==> config.mk <==
export PLATFORM = sky130hd
export DESIGN_NAME = fsk_demodulator
export DESIGN_NICKNAME = d
export VERILOG_FILES = /design/src/rtl/fsk_pkg.sv /design/src/rtl/fsk_zero_cross.sv /design/src/rtl/fsk_demodulator.sv
export SDC_FILE = /design/constraint.sdc
export NUM_CORES = 1
export LEC_CHECK = 0
export CAP_MARGIN = 15
export CORE_MARGIN = 4
export CORE_UTILIZATION = 44
export DETAILED_ROUTE_END_ITERATION = 10
export PLACE_DENSITY = 0.74
export SKIP_CTS_REPAIR_TIMING = 1
export SLEW_MARGIN = 40
export SYNTH_ARGS = -nofsm -noshare
export SYNTH_HDL_FRONTEND = slang
export SYNTH_SLANG_ARGS = --single-unit
==> constraint.sdc <==
create_clock -name clk -period 1.6 [get_ports clk]
set_input_delay 0.16 -clock clk [delete_from_list [all_inputs] [get_ports clk]]
set_output_delay 0.16 -clock clk [all_outputs]
set_load 0.005 [all_outputs]
==> src/rtl/fsk_pkg.sv <==
// fsk_pkg: shared FSK constants and demodulator state type.
// Used by the demodulator and by the modulator for the sample midscale.
package fsk_pkg;

  typedef enum logic [1:0] {
    IDLE,
    ACQ1,
    ACQ2,
    LOCK
  } state_e;

  localparam int MID          = 128;
  localparam int SPACE_PERIOD = 32;
  localparam int MARK_PERIOD  = 21;
  localparam int THRESH       = 27;
  localparam int MIN_PERIOD   = 16;
  localparam int MAX_PERIOD   = 40;

endpackage

==> src/rtl/fsk_zero_cross.sv <==
// fsk_zero_cross: hysteresis midscale comparator with rising-edge pulse.
// Ports: clk, reset (async low), sample_in, sample_valid -> rise.
module fsk_zero_cross #(
  parameter int SAMPLE_W = 8,
  parameter int MID      = 128,
  parameter int HYST     = 8
) (
  input  logic                clk,
  input  logic                reset,
  input  logic [SAMPLE_W-1:0] sample_in,
  input  logic                sample_valid,
  output logic                rise
);

  localparam logic [SAMPLE_W-1:0] HI_TH = SAMPLE_W'(MID + HYST);
  localparam logic [SAMPLE_W-1:0] LO_TH = SAMPLE_W'(MID - HYST);

  logic hi_q;
  logic hi_d;
  logic above;
  logic below;

  assign above = (sample_in >= HI_TH);
  assign below = (sample_in < LO_TH);

  always_comb begin
    hi_d = hi_q;
    if (sample_valid) begin
      if (above) begin
        hi_d = 1'b1;
      end else if (below) begin
        hi_d = 1'b0;
      end
    end
  end

  // Combinational so the period counter captures on the edge sample.
  assign rise = sample_valid & ~hi_q & above;

  always_ff @(posedge clk or negedge reset) begin
    if (!reset) begin
      hi_q <= 1'b0;
    end else begin
      hi_q <= hi_d;
    end
  end

endmodule

==> src/rtl/fsk_demodulator.sv <==
// fsk_demodulator: period-measuring FSK demodulator with lock FSM and vote filter.
// Ports: clk, reset (async low), sample_in/valid -> bit_out, bit_valid, carrier_ok, period_out.
module fsk_demodulator #(
  parameter int SAMPLE_W   = 8,
  parameter int MID        = fsk_pkg::MID,
  parameter int HYST       = 8,
  parameter int CNT_W      = 6,
  parameter int THRESH     = fsk_pkg::THRESH,
  parameter int MIN_PERIOD = fsk_pkg::MIN_PERIOD,
  parameter int MAX_PERIOD = fsk_pkg::MAX_PERIOD,
  parameter int VOTE       = 2
) (
  input  logic                clk,
  input  logic                reset,
  input  logic [SAMPLE_W-1:0] sample_in,
  input  logic                sample_valid,
  output logic                bit_out,
  output logic                bit_valid,
  output logic                carrier_ok,
  output logic [CNT_W-1:0]    period_out
);

  import fsk_pkg::*;

  localparam int VOTE_W = (VOTE > 1) ? $clog2(VOTE) : 1;

  logic              rise;
  logic              legal;
  logic              cls;
  logic              timeout;

  logic [CNT_W-1:0]  cnt_q;
  logic [CNT_W-1:0]  cnt_d;
  logic [CNT_W-1:0]  per_q;
  logic [CNT_W-1:0]  per_d;
  logic              bit_q;
  logic              bit_d;
  logic              bv_q;
  logic              bv_d;
  logic [VOTE_W-1:0] vote_q;
  logic [VOTE_W-1:0] vote_d;
  state_e            state_q;
  state_e            state_d;

  fsk_zero_cross #(
    .SAMPLE_W(SAMPLE_W),
    .MID     (MID),
    .HYST    (HYST)
  ) u_zc (
    .clk         (clk),
    .reset       (reset),
    .sample_in   (sample_in),
    .sample_valid(sample_valid),
    .rise        (rise)
  );

  // cnt_q is the period on the edge sample.
  assign legal = (cnt_q >= CNT_W'(MIN_PERIOD))
               & (cnt_q <= CNT_W'(MAX_PERIOD));
  assign cls   = (cnt_q < CNT_W'(THRESH));

  // Fires on the sample that would push the count past MAX_PERIOD.
  assign timeout = sample_valid & ~rise
                 & (cnt_q >= CNT_W'(MAX_PERIOD));

  always_comb begin
    cnt_d = cnt_q;
    per_d = per_q;
    if (sample_valid) begin
      if (rise) begin
        per_d = cnt_q;
        cnt_d = CNT_W'(1);
      end else if (cnt_q != '1) begin
        cnt_d = cnt_q + CNT_W'(1);
      end
    end
  end

  always_ff @(posedge clk or negedge reset) begin
    if (!reset) begin
      state_q <= IDLE;
    end else begin
      state_q <= state_d;
    end
  end

  // Edge wins over a coincident timeout.
  always_comb begin
    state_d = state_q;
    if (rise) begin
      unique case (state_q)
        IDLE:    state_d = ACQ1;
        ACQ1:    state_d = legal ? ACQ2 : ACQ1;
        ACQ2:    state_d = legal ? LOCK : ACQ1;
        LOCK:    state_d = legal ? LOCK : IDLE;
        default: state_d = IDLE;
      endcase
    end else if (timeout) begin
      state_d = IDLE;
    end
  end

  always_comb begin
    bit_d  = bit_q;
    vote_d = vote_q;
    bv_d   = 1'b0;
    if (rise && legal) begin
      if (state_q == ACQ2) begin
        bit_d  = cls;
        vote_d = '0;
      end else if (state_q == LOCK) begin
        bv_d = 1'b1;
        if (cls == bit_q) begin
          vote_d = '0;
        end else if (vote_q == VOTE_W'(VOTE - 1)) begin
          bit_d  = cls;
          vote_d = '0;
        end else begin
          vote_d = vote_q + VOTE_W'(1);
        end
      end
    end
  end

  always_ff @(posedge clk or negedge reset) begin
    if (!reset) begin
      cnt_q  <= '0;
      per_q  <= '0;
      bit_q  <= 1'b0;
      bv_q   <= 1'b0;
      vote_q <= '0;
    end else begin
      cnt_q  <= cnt_d;
      per_q  <= per_d;
      bit_q  <= bit_d;
      bv_q   <= bv_d;
      vote_q <= vote_d;
    end
  end

  assign bit_out    = bit_q;
  assign bit_valid  = bv_q;
  assign carrier_ok = (state_q == LOCK);
  assign period_out = per_q;

endmodule

==> metrics.csv <==
stage,metric,value,unit
power_and_ir_drop,power,1558,µW
worst_setup_path,cp.required,1810,ps
floorplan,ios,20,
floorplan,coreArea,1962,µm²
clock_tree,cts_tree,done,
run_status,status,finished clean,
route,vias,723,
timing,relSlewSlack,80.06,%
worst_hold_path,worstHoldPathType,in2async,
power_and_ir_drop,p_switching,471.0,µW
power_and_ir_drop,power.internal,1087,µW
timing,hold_viol,0,
clock_tree,clk_pin_slew,100,ps
synth,yosysSeqAreaShare,49.66,%
placement,io_buffers,16,
placement,place_congestion,0.8009,
placement,place_hpwl,1370,µm
final_layout,final_cells,138,
clock_tree,clock_path_buffers,2,
synth,synth.distinct_cells,33,
worst_setup_path,cp-start-kind,input pin,
power_and_ir_drop,p_sw_share,30.23,%
grt,overflow,0,
timing,max_freq,0.6321,GHz
final_layout,multi_input_area,427.9,µm²
route,antenna_left,0,
route,wl_per_cell,12.96,µm
final_layout,stdcell_area,1232,µm²
floorplan,start_util,46.24,%
floorplan,die_w,53.41,µm
grt,grt_max_degree,19,
floorplan,rows,16,
floorplan,die_h,53.41,µm
power_and_ir_drop,leakagePower,0.0005586,µW
job,maxCapViolations,0,
placement,placed_area,1174,µm²
route,first_pass_iters,4,
worst_setup_path,r2r_setup_slack,60,ps
timing,slew_viol_final,0,
placement,place_ws,-361.3,ps
grt,grt_util_all_layers,15.42,%
final_layout,layout-drive-gt1-share,29.73,%
synth,syn_area,907.1,µm²
timing,tightestPinTransition,297.1,ps
worst_setup_path,cpPeakStageDelay,490,ps
worst_setup_path,endpoint_kind,register,
power_and_ir_drop,cellPowerDensity,1264,nW/µm²
worst_setup_path,path_buf_inv,2,
worst_setup_path,path_cells,clkdlybuf4s50_1 > or4_4 > and4b_4 > buf_4 > a31o_2 > o31ai_1,
clock_tree,cts-buffers-inserted,3,
timing,min_period,1582,ps
clock_tree,clkLatencyLatePin,300,ps
worst_setup_path,critPathArrivalTime,1790,ps
worst_setup_path,cp_max_fo,8,
grt,gr-usage-met1,18.04,%
grt,gr-usage-met3,3.944,%
worst_setup_path,criticalPathCategory,in2reg,
worst_setup_path,critPathLaunch,sample_in[5],
grt,met2_usage,23.88,%
final_layout,area_growth,35.86,%
clock_tree,clockRootBuffer,clkbuf_4,
timing,fin_ws,18.04,ps
grt,grt_pass1_vias,701,
placement,place_inst,134,
power_and_ir_drop,peakVddDrop,0.6729,mV
power_and_ir_drop,p_seq_share,45.5,%
clock_tree,clock_sinks,18,
grt,grt_antenna_before_repair,0,
synth,yosysWarnings,0,
synth,synth_cells,82,
synth,synthesis.nets,94,
floorplan,die-area,2852,µm²
route,via_per_inst,5.239,
route,drc,0,
worst_setup_path,reg2reg_from,cnt_q[0],
route,drt_iter0_drc,11,
clock_tree,cts_max_level,1,
synth,syn_area_per_cell,11.06,µm²
timing,grt_setup_unrepaired,true,
power_and_ir_drop,clkPwrFrac,17.8,%
final_layout,insertedDiodeCount,0,
grt,grt_pass1_wl,3049,µm
final_layout,nFillCells,179,
worst_setup_path,crit_family,simple AND/OR/NAND/NOR gates,
timing,fin_skew,2.518,ps
synth,ys_seq_elements,18,
timing,setup_viol,0,
worst_setup_path,slowest_stage,or4_4,
power_and_ir_drop,p_comb_share,36.8,%
final_layout,fin_nets,124,
route,wl,1789,µm
final_layout,seq_area,452.9,µm²
grt,top_usage_layer,met2,
timing,finalCritPeriodShare,98.87,%
cells in the mapped netlist:
cell       n  area, µm²
and3_1     2      12.51
or4_4      1      11.26
a31oi_1    2      12.51
o211ai_1   2      15.01
dfrtp_1   18      450.4
and4b_4    1      13.76
nand4_1    3      18.77
o31ai_1    1      7.510
ha_1       1      12.51
a21oi_1    5      25.02
o31ai_4    1      21.27
buf_6      1      11.26
inv_1      3      11.26
nor3_1     1      5.000
a32o_1     1      10.01
a31o_2     1      8.760
xor2_1     1      8.760
buf_2      2      10.01
nor3b_2    1      12.51
nor2b_1    1      6.260
clkbuf_1   1      3.750
a211oi_1   1      7.510
nand3b_1   2      15.01
xnor2_1    2      17.52
nand2_1    3      11.26
mux2_2     7      78.83
o311a_1    1      10.01
or2_2      1      6.260
and2_1     1      6.260
nor2_1     6      22.52
o21ai_0    3      15.01
a22o_1     1      8.760
nand3_1    4      20.02
worst register-to-register path, delay by kind of cell (launching register included):
family | cells | cell delay, ps
compound gates | 1 | 370
flops | 1 | 410
mux | 1 | 280
simple gates | 2 | 370
flip-flops by register name (all words and copies together) (netlist names):
| register | cells |
|---|---|
| u_zc.hi_q | 1 |
| bit_valid | 1 |
| vote_q | 1 |
| bit_out | 1 |
| cnt_q | 6 |
| period_out | 6 |
| state_q | 2 |
power by group through the flow:
| stage | logic [µW] | clock network (µW) | registers (µW) |
|---|---|---|---|
| 3_5_place_dp | 565 | 0 | 711 |
| 4_1_cts | 571 | 294 | 702 |
| 2_1_floorplan | 267 | 0 | 702 |
| 5_1_grt | 641 | 307 | 731 |
| 3_3_place_gp | 554 | 0 | 705 |
| 6_report | 573 | 277 | 708 |
worst paths after layout:
path | cells past startpoint | endpoint
min in group clk | 4 | u_zc.hi_q
hold reg to reg | 1 | period_out[4]
max in group asynchronous | 2 | state_q[1]
setup / recovery | 6 | vote_q
setup reg to reg | 4 | bit_out
hold / removal | 2 | state_q[0]
cell usage in the layout, fill, tap and decap left out, drive strengths merged, types with 3 or more instances in the layout:
| master | instances |
|---|---|
| nand2 | 3 |
| dfrtp | 18 |
| mux2 | 7 |
| a21oi | 5 |
| nor2 | 6 |
| nand3 | 4 |
| o21ai | 3 |
| inv | 3 |
| nand4 | 3 |
| clkdlybuf4s50 | 14 |
| clkbuf | 4 |
| buf | 13 |
through the flow:
stage	util (%)	hold slack, ps	setup TNS (ps)
finish	62.82	174.7	0
global route	62.82	193.5	-109.0
CTS	61.67	170.9	-146.6
detailed placement	59.82	498.3	-4516
global placement	59.82	478.9	-4037
floorplan	-	-135.6	0
cell families after synthesis:
| logic type | share of synthesized area [%] |
|---|---|
| adders and majority gates | 1.379 |
| buffers and inverters | 3.999 |
| AOI/OAI and AO/OA | 15.59 |
| and+or+nand+nor | 17.79 |
| xor gates and xnor gates | 2.897 |
| DFF | 49.65 |
| muxes | 8.690 |
layout make-up:
class                   instances  share of cell area (%)
well taps                      27                   2.741
flip-flops and latches         18                   36.75
repair buffers                 29                   21.93
clock buffers                   4                   2.944
inverters                       3                  0.9137
multi-input cells              57                   34.72
routing by layer:
metal / vias to the layer above / routed length, µm
li1: 365 / -
met1: 333 / 770
met2: 20 / 830
met3: 5 / 135
met4: 0 / 53
met5: - / 0
Note: power is estimated with default switching activity, not from simulation.
